### src/rtl/mod_add_serial.sv
// Digit-serial modular adder: computes (a+b) mod p by running the sum and the
// sum-minus-modulus in parallel, one DIGIT-wide slice per cycle, LSB first.
module mod_add_serial #(
  parameter int WIDTH = 256,
  parameter int DIGIT = 32
) (
  input  logic             clk,
  input  logic             rst_n,
  input  logic             in_valid,
  output logic             in_ready,
  input  logic [WIDTH-1:0] a,
  input  logic [WIDTH-1:0] b,
  input  logic [WIDTH-1:0] p,
  output logic             out_valid,
  input  logic             out_ready,
  output logic [WIDTH-1:0] result,
  output logic             reduced
);

  localparam int NDIG = WIDTH / DIGIT;
  localparam int CW   = $clog2(NDIG + 1);

  typedef enum logic [1:0] {IDLE, CALC, DONE} state_t;

  state_t           state, state_nxt;
  logic [WIDTH-1:0] a_r, b_r, p_r, sum_r, diff_r;
  logic             add_c, sub_b;
  logic [CW-1:0]    cnt;
  logic [DIGIT:0]   s_full, t_full;
  logic [WIDTH-1:0] s_ins, t_ins;
  logic             last;

  assign last = (cnt == CW'(NDIG - 1));

  always_ff @(posedge clk) begin
    if (!rst_n) state <= IDLE;
    else        state <= state_nxt;
  end

  always_comb begin
    state_nxt = state;
    in_ready  = 1'b0;
    out_valid = 1'b0;
    case (state)
      IDLE: begin
        in_ready = 1'b1;
        if (in_valid) state_nxt = CALC;
      end
      CALC: if (last) state_nxt = DONE;
      DONE: begin
        out_valid = 1'b1;
        if (out_ready) state_nxt = IDLE;
      end
      default: state_nxt = IDLE;
    endcase
  end

  // Bit DIGIT of t_full is the borrow: the (DIGIT+1)-bit difference goes negative.
  always_comb begin
    s_full = {1'b0, a_r[DIGIT-1:0]} + {1'b0, b_r[DIGIT-1:0]} + {{DIGIT{1'b0}}, add_c};
    t_full = {1'b0, s_full[DIGIT-1:0]} - {1'b0, p_r[DIGIT-1:0]} - {{DIGIT{1'b0}}, sub_b};
    s_ins  = '0;
    t_ins  = '0;
    s_ins[WIDTH-1 -: DIGIT] = s_full[DIGIT-1:0];
    t_ins[WIDTH-1 -: DIGIT] = t_full[DIGIT-1:0];
  end

  // Operands shift down and results shift in from the top, so after NDIG
  // digits every slice sits at its own position.
  always_ff @(posedge clk) begin
    if (!rst_n) begin
      a_r    <= '0;
      b_r    <= '0;
      p_r    <= '0;
      sum_r  <= '0;
      diff_r <= '0;
      add_c  <= 1'b0;
      sub_b  <= 1'b0;
      cnt    <= '0;
    end else begin
      case (state)
        IDLE: begin
          if (in_valid) begin
            a_r   <= a;
            b_r   <= b;
            p_r   <= p;
            cnt   <= '0;
            add_c <= 1'b0;
            sub_b <= 1'b0;
          end
        end
        CALC: begin
          a_r    <= a_r >> DIGIT;
          b_r    <= b_r >> DIGIT;
          p_r    <= p_r >> DIGIT;
          sum_r  <= (sum_r >> DIGIT) | s_ins;
          diff_r <= (diff_r >> DIGIT) | t_ins;
          add_c  <= s_full[DIGIT];
          sub_b  <= t_full[DIGIT];
          cnt    <= cnt + CW'(1);
        end
        default: ;
      endcase
    end
  end

  // Full sum >= p when it overflowed WIDTH bits or the subtraction did not borrow.
  assign reduced = (state == DONE) && (add_c || !sub_b);
  assign result  = reduced ? diff_r : sum_r;

endmodule

### config.mk
export PLATFORM = sky130hd
export DESIGN_NAME = mod_add_serial
export DESIGN_NICKNAME = d
export VERILOG_FILES = /design/src/rtl/mod_add_serial.sv
export SDC_FILE = /design/constraint.sdc
export NUM_CORES = 2
export LEC_CHECK = 0
export ABC_CLOCK_PERIOD_IN_PS = 5500
export CELL_PAD_IN_SITES_DETAIL_PLACEMENT = 1
export CELL_PAD_IN_SITES_GLOBAL_PLACEMENT = 2
export CORE_ASPECT_RATIO = 0.9
export CORE_UTILIZATION = 30
export CTS_CLUSTER_DIAMETER = 40
export DETAILED_ROUTE_END_ITERATION = 10
export PLACE_DENSITY = 0.9
export SLEW_MARGIN = 20
export SYNTH_ARGS = -nofsm -noshare
export SYNTH_HDL_FRONTEND = slang
export SYNTH_SLANG_ARGS = --single-unit
### constraint.sdc
create_clock -name clk -period 5.5 [get_ports clk]
set_clock_uncertainty 0.2 [all_clocks]
set_input_delay 0.825 -clock clk [delete_from_list [all_inputs] [get_ports clk]]
set_output_delay 0.825 -clock clk [all_outputs]
set_load 0.03 [all_outputs]
==> results.md <==
Power and ir drop:
- Summed over all cells, the static leakage comes to 30.1 nW.
- The relative contribution of sequential cells to total power is 0.346.
- Power spread over the standard cell area amounts to 387 mW/mm^2.
- The part of the total power dissipated in combinational logic is 0.159.
- Overall power consumption after layout is estimated at 30.3 mW.
- In this run the power spent charging and discharging nets is 8.85 mW.
- The internal portion of the total power is 21.4 mW.
- The largest voltage drop on the vdd net is 0.334 mV.
- The switching part of the total power is 0.292.
- The clock share of power is 0.495.

Detailed routing:
- The detailed router's first-iteration violation count is 4204.
- The number of nets with antenna violations after routing is 0.
- In the detailed route, the total length drawn on met2 is 127000 um.
- For this run, design rule violations remaining after detail routing come to 0.
- The post-detailed-route wirelength per cell is 23.4 um.
- The first detailed-routing pass ran for 5 iterations.
- The highest metal layer with signal wires is met5.
- For this block, wires on met1 add up to 108000 um.
- For this block, the routed nets add up to 262000 um of wire.
- In the detailed route, the total length drawn on met3 is 13100 um.
- The total via count in the routed design is 58000.
- Dividing the detail-routed via count by the number of cells gives 5.18.

CTS:
- The TritonCTS buffer count is 225.
- The source-to-sink clock delay at the later pin of the worst-skew pair is 0.88 ns.
- The clock input transition at the sequential cells of the worst setup and hold paths is 0.06 ns.
- The clock passes through at most 3 buffers.
- The tree is rooted in a sky130_fd_sc_hd__clkbuf_16.
- After clock tree synthesis, the flow added hold-fix buffers numbering 0.
- TritonCTS built the clock tree.
- The CTS sink count is 1288.
- CTS built an H-tree with a depth of 4.

Global routing:
- The number of global-route vias before repair is 58100.
- Entering global routing, the biggest net connects 219 pins.
- The number of antenna violations at the first check in global routing is 110.
- Global routing finished with a remaining overflow of 0.
- The wire length of the first global-routing pass is 381000 um.
- Across every metal layer, demand over resource in global routing totals 0.260.

Critical path:
- Among all stages on the critical path, the largest delay is contributed by sky130_fd_sc_hd__or4_4.
- The critical path launch point type is a flip-flop.
- The reg-to-reg setup timing slack is 0.19 ns.
- The largest single stage delay on the critical path is 0.52 ns.
- STA classifies the critical path endpoint as a flip-flop.
- The capture point of the worst reg-to-reg path is sub_b.
- Traced cell by cell, the critical path runs through inv_1 > fa_1 > fa_2 > nor2b_2 > o2111ai_1 > a21boi_2 > o211ai_1 > nand2_2 > xnor2_2 > ha_1 > inv_1 > ha_1 > nand2_2 > or4_4 > o31ai_4 > a41oi_4 > o21ai_4 > a31oi_2 > o21ai_2 > xor2_1 > o32ai_1.
- The critical path data arrival time is 5.83 ns.
- The maximum fanout count along the critical path is 5.
- The number of cells on the worst reg-to-reg path is 21.
- The reg-to-reg startpoint is a_r[0].
- The critical path required time is 6.02 ns.
- The startpoint-to-endpoint class of the critical path is flip-flop to flip-flop.
- Tracing the worst setup path back leads to its startpoint at a_r[0].

Place:
- After detailed placement, the total cell area comes to 0.0697 sq mm.
- Before CTS, the worst setup slack after placement is -0.0617 ns.
- The number of placed cells counting well taps is 10700.
- The HPWL after detailed placement is 187000 um.
- Input and output buffers added on the ports amount to 1030.
- The congestion estimate from routability-driven global placement came to 0.895.

Logic synthesis:
- Summed over all instances, the cell type with the most area after synthesis is sky130_fd_sc_hd__dfxtp_1.
- The net count after synthesis is 8562.
- Yosys mapped the design onto 69 distinct sky130hd cell types.
- By count the netlist is led by sky130_fd_sc_hd__nand2_1 (2671), sky130_fd_sc_hd__dfxtp_1 (1288), sky130_fd_sc_hd__nor2_1 (841).
- The share of synthesized area in the top cell type comes to 0.448.
- The cell area after technology mapping is 0.0575 sq mm.
- The synthesized design contains 1288 register bits.
- Among all flip-flop cells after synthesis, the most frequent one is sky130_fd_sc_hd__dfxtp_1.
- For this run, the register share of the synthesized area comes to 0.448.
- The count of flip-flops with a built-in enable after synthesis is 0.
- sky130_fd_sc_hd__nand2_1 is the most common cell in the netlist.
- By area the synthesized netlist is led by sky130_fd_sc_hd__dfxtp_1 (45%), sky130_fd_sc_hd__nand2_1 (17%), sky130_fd_sc_hd__a311oi_1 (7.0%).
- The per-instance average area after synthesis is 7.47 sq um.
- The synthesized instance count is 7694.
- For this run, the number of Yosys warnings is 0.
- Of all flip-flops after synthesis, the portion carrying an async set or reset was 0.

Finish:
- After filler insertion, the fill cell instance count of the layout stands at 22700.
- Of the cells placed in the final design, the portion with a size suffix greater than 1 is 0.0893.
- The non-filler instance count after layout is 11200.
- From synthesis to final layout, the design area changed by 35.8%.
- For this run, the post-layout net count is 9246.
- The area of all placed cells without fillers is 0.0781 sq mm.
- Measured on the finished design, the core utilization comes to 0.410.

Timing:
- Setup violations remaining at the end of the flow were counted as 0.
- At the pin with the least slew margin, the transition time is 1.36 ns.
- The final-report hold violation count is 0.
- The clock period minus worst slack is 5.31 ns.
- The share of the clock period used by the worst path after layout is 0.966.
- Timing would allow up to 188 MHz.
- For the final routed database, the setup TNS stands at 0 ns.
- The tightest hold margin is 0.201 ns.
- Measured against its own limit, the worst slew margin works out to 0.0870.
- The number of pins exceeding their max-slew limit in the final report was 0.
- Setup slack on the critical path of the routed design comes to 0.186 ns.

Flow run:
- Max-cap violations in this run came to 0.

Min path:
- The type of the worst min-delay path is input pin to flip-flop.
- The sink of the worst hold path is a_r[41].
- The depth of the worst hold-timing path is 2.
- The hold path startpoint is rst_n.

Floorplan:
- In this run the core area contains 152 standard-cell rows.
- The number of primary I/O pins is 1031.
- The effective utilization at floorplan is 0.302.
- The core region is 0.191 sq mm.
- The die footprint is 0.193 sq mm.
- The floorplan step set the die height to 417 um.
- The floorplan step set the die width to 463 um.

Run status:
- The run finished with clean final reports.
-- power groups by stage --
stage          sequential (mW)  clock (mW)  combinational (mW)
2_1_floorplan             10.4           0                2.98
5_1_grt                   10.5        15.6                5.25
3_5_place_dp              10.7           0                4.75
4_1_cts                   10.5        15.2                4.78
3_3_place_gp              10.6           0                4.69
6_report                  10.5        15.0                4.82
-- cell families after synthesis --
logic type	synth area share
AOI/OAI and AO/OA	0.211
xor gates and xnor gates	0.00838
adders and majority gates	0.0214
buffers and inverters	0.0493
DFF	0.448
and+or+nand+nor	0.262
-- layout make-up --
type | count | area (sq um) | area share
inverters | 84 | 330 | 0.00423
flip-flops and latches | 1288 | 25800 | 0.330
clock inverters | 156 | 2070 | 0.0265
well taps | 2541 | 3180 | 0.0407
diodes | 75 | 188 | 0.00240
repair buffers | 1126 | 11500 | 0.147
clock buffers | 272 | 6110 | 0.0782
multi-input cells | 5653 | 29000 | 0.371
-- worst max-delay path: cells and delay by family (launching register included) --
| kind | cells | cell delay [ns] |
|---|---|---|
| compound gates | 9 | 1.91 |
| xor+xnor | 2 | 0.29 |
| fa+ha+maj | 4 | 1.44 |
| buf+inv | 2 | 0.10 |
| flops | 1 | 0.32 |
| simple gates | 4 | 0.91 |
-- how the worst max path moves through the flow --
stage,endpoint,cells after the start
after floorplan,sub_b,21
after global placement,sub_b,21
after detailed placement,sub_b,21
after CTS,sub_b,21
after global routing,sub_b,21
final,sub_b,21
-- cell usage in the layout (no fill, tap or decap), types with 98 or more instances in the layout --
master / count
sky130_fd_sc_hd__a21oi_1: 762
sky130_fd_sc_hd__a22oi_1: 98
sky130_fd_sc_hd__a311oi_1: 461
sky130_fd_sc_hd__clkbuf_16: 226
sky130_fd_sc_hd__clkdlybuf4s50_1: 1028
sky130_fd_sc_hd__dfxtp_1: 1285
sky130_fd_sc_hd__nand2_1: 2670
sky130_fd_sc_hd__nor2_1: 840
sky130_fd_sc_hd__nor2b_1: 218
sky130_fd_sc_hd__o221a_2: 213
-- state kept, by name, summed over array words and instances (netlist names), 2 cells and up --
signal / flops
b_r: 256
cnt: 4
a_r: 256
sum_r: 256
state: 2
p_r: 256
diff_r: 256
-- metal layers --
metal | vias up | global-route usage
met2 | 1463 | 0.435
met3 | 479 | 0.0533
li1 | 27600 | -
met5 | - | 0
met4 | 36 | 0.144
met1 | 28400 | 0.310
-- repair_timing --
action                                  in CTS  in global routing
pin swaps                                    0                  7
endpoints found under the setup margin       1                  8
setup buffers                                0                  3
resized for setup                            1                 13
Note: power is estimated with default switching activity, not from simulation.
